==> src/rtl/exe_muldiv_ctrl.sv <==
// exe_muldiv_ctrl: multi-cycle multiply/divide sequencer that sits beside the
// EXE-stage ALU and owns the HI/LO registers. EXE holds the op stable and
// stalls on done; multiply finishes after MUL_LAT cycles, divide runs a
// restoring 1-bit/cycle loop followed by one sign-fix cycle.
module exe_muldiv_ctrl #(
    parameter int XLEN    = 32,
    parameter int MUL_LAT = 2
) (
    input  logic            clk,
    input  logic            reset,
    input  logic            req_valid,
    input  logic [2:0]      req_op,
    input  logic [XLEN-1:0] src_a,
    input  logic [XLEN-1:0] src_b,
    input  logic            advance,
    input  logic            flush,
    output logic            busy,
    output logic            done,
    output logic [XLEN-1:0] hi,
    output logic [XLEN-1:0] lo
);

    localparam logic [2:0] S_IDLE = 3'd0;
    localparam logic [2:0] S_MUL  = 3'd1;
    localparam logic [2:0] S_DIV  = 3'd2;
    localparam logic [2:0] S_FIX  = 3'd3;
    localparam logic [2:0] S_DONE = 3'd4;

    localparam int CNT_MAX = (XLEN > MUL_LAT) ? XLEN : MUL_LAT;
    localparam int CW      = $clog2(CNT_MAX) + 1;

    logic [2:0]      state;
    logic [CW-1:0]   cnt;
    logic [XLEN-1:0] op_a;       // multiplicand
    logic [XLEN-1:0] op_b;       // multiplier, or |divisor|
    logic            op_signed;
    logic            sign_a;
    logic            sign_b;
    logic            div_zero;
    logic [XLEN-1:0] rem;
    logic [XLEN-1:0] quo;        // starts as |dividend|, shifts into quotient

    // request decode; op[0]==0 marks the signed flavour of MULT/DIV
    logic            is_mul, is_div, is_mt, req_signed;
    logic [XLEN-1:0] abs_a, abs_b;

    // operand decode and absolute values for signed divide
    always_comb begin
        is_mul     = (req_op[2:1] == 2'b00);
        is_div     = (req_op[2:1] == 2'b01);
        is_mt      = req_op[2];
        req_signed = ~req_op[0];
        abs_a      = (req_signed && src_a[XLEN-1]) ? -src_a : src_a;
        abs_b      = (req_signed && src_b[XLEN-1]) ? -src_b : src_b;
    end

    // product of the latched operands; low 2*XLEN bits of the sign-extended
    // product are exact for both signed and unsigned multiply
    logic [2*XLEN-1:0] prod;
    logic [2*XLEN-1:0] mul_a_ext, mul_b_ext;

    // sign/zero extension and multiply
    always_comb begin
        mul_a_ext = {{XLEN{op_signed & op_a[XLEN-1]}}, op_a};
        mul_b_ext = {{XLEN{op_signed & op_b[XLEN-1]}}, op_b};
        prod      = mul_a_ext * mul_b_ext;
    end

    // one restoring-divide step; rem < divisor always holds, so the shifted
    // remainder fits in XLEN+1 bits and bit XLEN of the difference is its sign.
    // With a zero divisor every step succeeds, giving an all-ones quotient and
    // the dividend as remainder.
    logic [XLEN:0]   rem_sh, diff;
    logic [XLEN-1:0] rem_n, quo_n;

    // divide step datapath
    always_comb begin
        rem_sh = {rem, quo[XLEN-1]};
        diff   = rem_sh - {1'b0, op_b};
        if (!diff[XLEN]) begin
            rem_n = diff[XLEN-1:0];
            quo_n = {quo[XLEN-2:0], 1'b1};
        end else begin
            rem_n = rem_sh[XLEN-1:0];
            quo_n = {quo[XLEN-2:0], 1'b0};
        end
    end

    // sign fix: quotient negated when signs differ (skipped for divide by zero
    // so lo stays all-ones); remainder follows the dividend sign, which also
    // returns the raw dividend for divide by zero
    logic [XLEN-1:0] quo_fix, rem_fix;

    // final divide result correction
    always_comb begin
        quo_fix = (op_signed && (sign_a ^ sign_b) && !div_zero) ? -quo : quo;
        rem_fix = (op_signed && sign_a) ? -rem : rem;
    end

    // MT/no-op requests complete in IDLE without a state change
    assign done = (state == S_DONE) || ((state == S_IDLE) && req_valid && is_mt);
    assign busy = (state != S_IDLE);

    // sequencer state, operand capture and HI/LO writes
    always_ff @(posedge clk) begin
        if (reset) begin
            state     <= S_IDLE;
            cnt       <= '0;
            hi        <= '0;
            lo        <= '0;
            op_a      <= '0;
            op_b      <= '0;
            op_signed <= 1'b0;
            sign_a    <= 1'b0;
            sign_b    <= 1'b0;
            div_zero  <= 1'b0;
            rem       <= '0;
            quo       <= '0;
        end else if (flush) begin
            state <= S_IDLE;
        end else begin
            case (state)
                S_IDLE: begin
                    if (req_valid) begin
                        if (is_mul) begin
                            op_a      <= src_a;
                            op_b      <= src_b;
                            op_signed <= req_signed;
                            cnt       <= CW'(MUL_LAT - 1);
                            state     <= S_MUL;
                        end else if (is_div) begin
                            quo       <= abs_a;
                            op_b      <= abs_b;
                            rem       <= '0;
                            op_signed <= req_signed;
                            sign_a    <= src_a[XLEN-1];
                            sign_b    <= src_b[XLEN-1];
                            div_zero  <= (src_b == '0);
                            cnt       <= CW'(XLEN - 1);
                            state     <= S_DIV;
                        end else if (advance) begin
                            if (req_op == 3'b100) hi <= src_a;
                            if (req_op == 3'b101) lo <= src_a;
                        end
                    end
                end
                S_MUL: begin
                    if (cnt == '0) begin
                        {hi, lo} <= prod;
                        state    <= S_DONE;
                    end else begin
                        cnt <= cnt - CW'(1);
                    end
                end
                S_DIV: begin
                    rem <= rem_n;
                    quo <= quo_n;
                    if (cnt == '0) state <= S_FIX;
                    else           cnt   <= cnt - CW'(1);
                end
                S_FIX: begin
                    lo    <= quo_fix;
                    hi    <= rem_fix;
                    state <= S_DONE;
                end
                S_DONE: begin
                    // the instruction still presenting req_valid is the one leaving
                    if (advance) state <= S_IDLE;
                end
                default: state <= S_IDLE;
            endcase
        end
    end

endmodule
==> config.mk <==
export PLATFORM = sky130hd
export DESIGN_NAME = exe_muldiv_ctrl
export DESIGN_NICKNAME = d
export VERILOG_FILES = /design/src/rtl/exe_muldiv_ctrl.sv
export SDC_FILE = /design/constraint.sdc
export NUM_CORES = 2
export LEC_CHECK = 0
export BUFFER_PORTS_ARGS = -buffer_cell sky130_fd_sc_hd__buf_2
export CORE_ASPECT_RATIO = 0.75
export CORE_UTILIZATION = 56
export DETAILED_ROUTE_END_ITERATION = 12
export GPL_TIMING_DRIVEN = 0
export PLACE_DENSITY = 0.79
export SLEW_MARGIN = 25
export SYNTH_ARGS = -nofsm -noshare
export SYNTH_HDL_FRONTEND = slang
export SYNTH_SLANG_ARGS = --single-unit
export TNS_END_PERCENT = 5
==> constraint.sdc <==
create_clock -name clk -period 21.1 [get_ports clk]
set_input_delay 6.33 -clock clk [delete_from_list [all_inputs] [get_ports clk]]
set_output_delay 6.33 -clock clk [all_outputs]
set_load 0.03 [all_outputs]
==> results_dict.tcl <==
set metrics [dict create \
    outcome "finished clean" \
    htreeDepth 1 \
    muxShareOfSynthArea_pct 0.711 \
    grt_pass1_wl_um 297000 \
    crit_required_ps 14770 \
    ys_warn_count 0 \
    p_leak_nw 25.3 \
    crit_path_start_kind "primary input" \
    dieArea_sq_um 92400 \
    drive_above_1_share_pct 4.23 \
    synth-edff-count 0 \
    slew_headroom_pct 17.1 \
    fin_cells 7340 \
    path_class "primary input to output pin" \
    antenna_found_initial 29 \
    cts.sinks 205 \
    synth_area_sq_um 51100 \
    internal-power_mw 0.736 \
    nets 7531 \
    rows 95 \
    netlist_instances 5927 \
    first_pass_iters 6 \
    portBuffers 131 \
    vias 44346 \
    dieWidth_um 351 \
    ys_seq_area_share_pct 8.04 \
    switchingPower_mw 0.519 \
    cts_buffers 20 \
    timing.rr.start "op_b[14]$_SDFFE_PP0P_" \
    maxCapViolCount 0 \
    synth_cell_types 98 \
    start_util_pct 56.7 \
    maxSlewViolCount 0 \
    p_per_area_nw_per_um2 23.2 \
    cts-resized-gates 0 \
    chipHeight_um 263 \
    grt_max_degree 25 \
    wl_per_cell_um 27.7 \
    io_pins 138 \
    path_clk_slew_ps 80 \
    coreArea_sq_um 90000 \
    tns_ps 0 \
    fmax_mhz 75.7 \
    synth-xor-area-share_pct 3.50 \
    post_cts_buffers 0 \
    min_path_type "flip-flop to flip-flop" \
    grt_overflow 0 \
    comb_power_share_pct 35.2 \
    clkPwrFrac_pct 32.0 \
    drc 0 \
    synth_area_leaders "fa_1, inv_1, dfxtp_1" \
    yosys.area_share.simple_pct 16.3 \
    switching_share_pct 41.3 \
    end_kind "output pin" \
    seq_power_share_pct 32.9 \
    synth_nets 7375 \
    syn_to_final_growth_pct 5.90 \
    peakVddDrop_v 0.0000439 \
    avgViaCountPerCell 6.04 \
    dp.cells 7271 \
    setup_viol 0 \
    clkLatencyLatePin_ps 540 \
    synth_top_area_share_pct 44.2 \
    fin_util_pct 60.1 \
    startpoint "req_op[2]" \
    ant_nets 0 \
    synthArstFlopShare_pct 0 \
    worst_pin_slew_ps 1230 \
    grt_pass1_vias 44313 \
    fillCellCount 8170 \
    hold_viol_final 0 \
    cts_tree "yes" \
    crit_arrival_ps 6890 \
    totalPowerFinal_mw 1.25 \
    hold_start "lo[24]$_SDFFE_PP0P_" \
    grt_util_all_layers_pct 44.8 \
    syn_area_per_cell_sq_um 8.61 \
    yosysTopAreaCell "fa_1" \
    clockBufferDepth 3 \
    synth_top_family_by_area "adder cells" \
    synthAdderAreaFrac_pct 50.3 \
    cp_max_fo 4 \
    root_buffer "clkbuf_16" \
    rsz0062_at_grt "no" \
    fin_skew_ps 16.7 \
    final_cell_mix "inv_1, fa_1, nand2_1, and2_1, clkbuf_1" \
    finalCritPeriodShare_pct 62.6 \
    gp_congestion 1.05 \
    synth_ff_type "dfxtp_1" \
    synth-compound-area-share_pct 9.66 \
    drt_wl_total_um 203000 \
    hpwl_um 169000 \
    post-route-min-period_ps 13220 \
    mostFrequentLayoutCell "inv_1" \
    postCtsHoldBufs 0 \
    synth-seq-cells 205 \
    drt_iter0_markers 5583 \
]
[critical path, stage by stage]
cell	delay (ps)
buf_2	120
a21oi_1	60
nor3_1	150
buf_2	230
[cells by family after synthesis]
kind of cell | after synthesis
simple gates | 1808
buf+inv | 1547
fa+ha+maj | 1376
compound gates | 751
flops | 205
xor+xnor | 204
mux | 36
[final cells by class]
cell class / count / area [sq um] / area share (%)
clock inverters: 13 / 140 / 0.259
clock buffers: 23 / 543 / 1.00
plain buffers: 366 / 1470 / 2.71
repair buffers: 134 / 691 / 1.28
diodes: 31 / 77.6 / 0.143
inverters: 1181 / 4430 / 8.20
flip-flops and latches: 205 / 4100 / 7.59
well taps: 1212 / 1520 / 2.80
multi-input cells: 4175 / 41100 / 76.0
[state kept, by name (all words and copies together) (netlist names)]
| signal | flops |
|---|---|
| hi | 32 |
| lo | 32 |
| op_a | 32 |
| op_b | 32 |
| quo | 32 |
| rem | 32 |
| cnt | 6 |
| state | 3 |
| div_zero | 1 |
| op_signed | 1 |
| sign_a | 1 |
| sign_b | 1 |
[path summary, 6_finish.rpt]
kind,endpoint,slack (ps),depth (start not counted)
worst max-delay path,done,7880,4
worst min-delay path,lo[24]$_SDFFE_PP0P_,450,2
worst max register to register,hi[29]$_SDFFE_PP0P_,10100,26
worst min register to register,lo[24]$_SDFFE_PP0P_,450,2
[layer usage]
metal | track usage [%] | share of wire [%] | up-vias
met5 | 0 | 0.074 | -
li1 | - | - | 18395
met4 | 20.0 | 5.6 | 20
met2 | 61.0 | 40 | 3128
met3 | 18.5 | 15 | 642
met1 | 62.0 | 39 | 22161
[power by group through the flow]
stage | Sequential [mW] | Combinational (mW) | Clock [mW]
6_report | 0.412 | 0.441 | 0.401
3_5_place_dp | 0.420 | 0.418 | 0
5_1_grt | 0.413 | 0.460 | 0.413
3_3_place_gp | 0.420 | 0.415 | 0
2_1_floorplan | 0.419 | 0.241 | 0
4_1_cts | 0.411 | 0.420 | 0.397
[cell usage after synthesis, types with 7 or more instances]
master / number
xnor2_1: 121
a221oi_1: 16
o21ai_1: 34
or3_1: 23
nand2_1: 922
nor3_1: 51
inv_1: 1181
o211ai_1: 41
nor2_1: 275
nor2b_1: 15
or2_2: 8
a311oi_1: 12
o21ai_0: 119
o21a_1: 14
a22oi_1: 7
nand2b_1: 22
fa_1: 1126
o21bai_1: 11
and3_1: 38
mux2i_1: 34
a211oi_1: 80
ha_1: 250
dfxtp_1: 205
a21oi_1: 232
a31oi_1: 22
nand3_1: 32
nand4_1: 12
nor4_1: 20
and2_1: 354
or4_1: 7
o41ai_1: 10
buf_1: 9
a21o_1: 45
o31ai_1: 24
clkbuf_1: 345
a221o_1: 10
xor2_1: 83
[through the flow]
step | worst slack (ps) | instance area [sq um] | hold slack [ps]
2_1_floorplan | 7730 | 51100 | 445
3_3_place_gp | 7910 | 53200 | 439
3_5_place_dp | 7900 | 53300 | 444
4_1_cts | 7900 | 53900 | 454
5_1_grt | 7850 | 54000 | 475
6_report | 7880 | 54100 | 451
(Power assumes the default switching activity.)
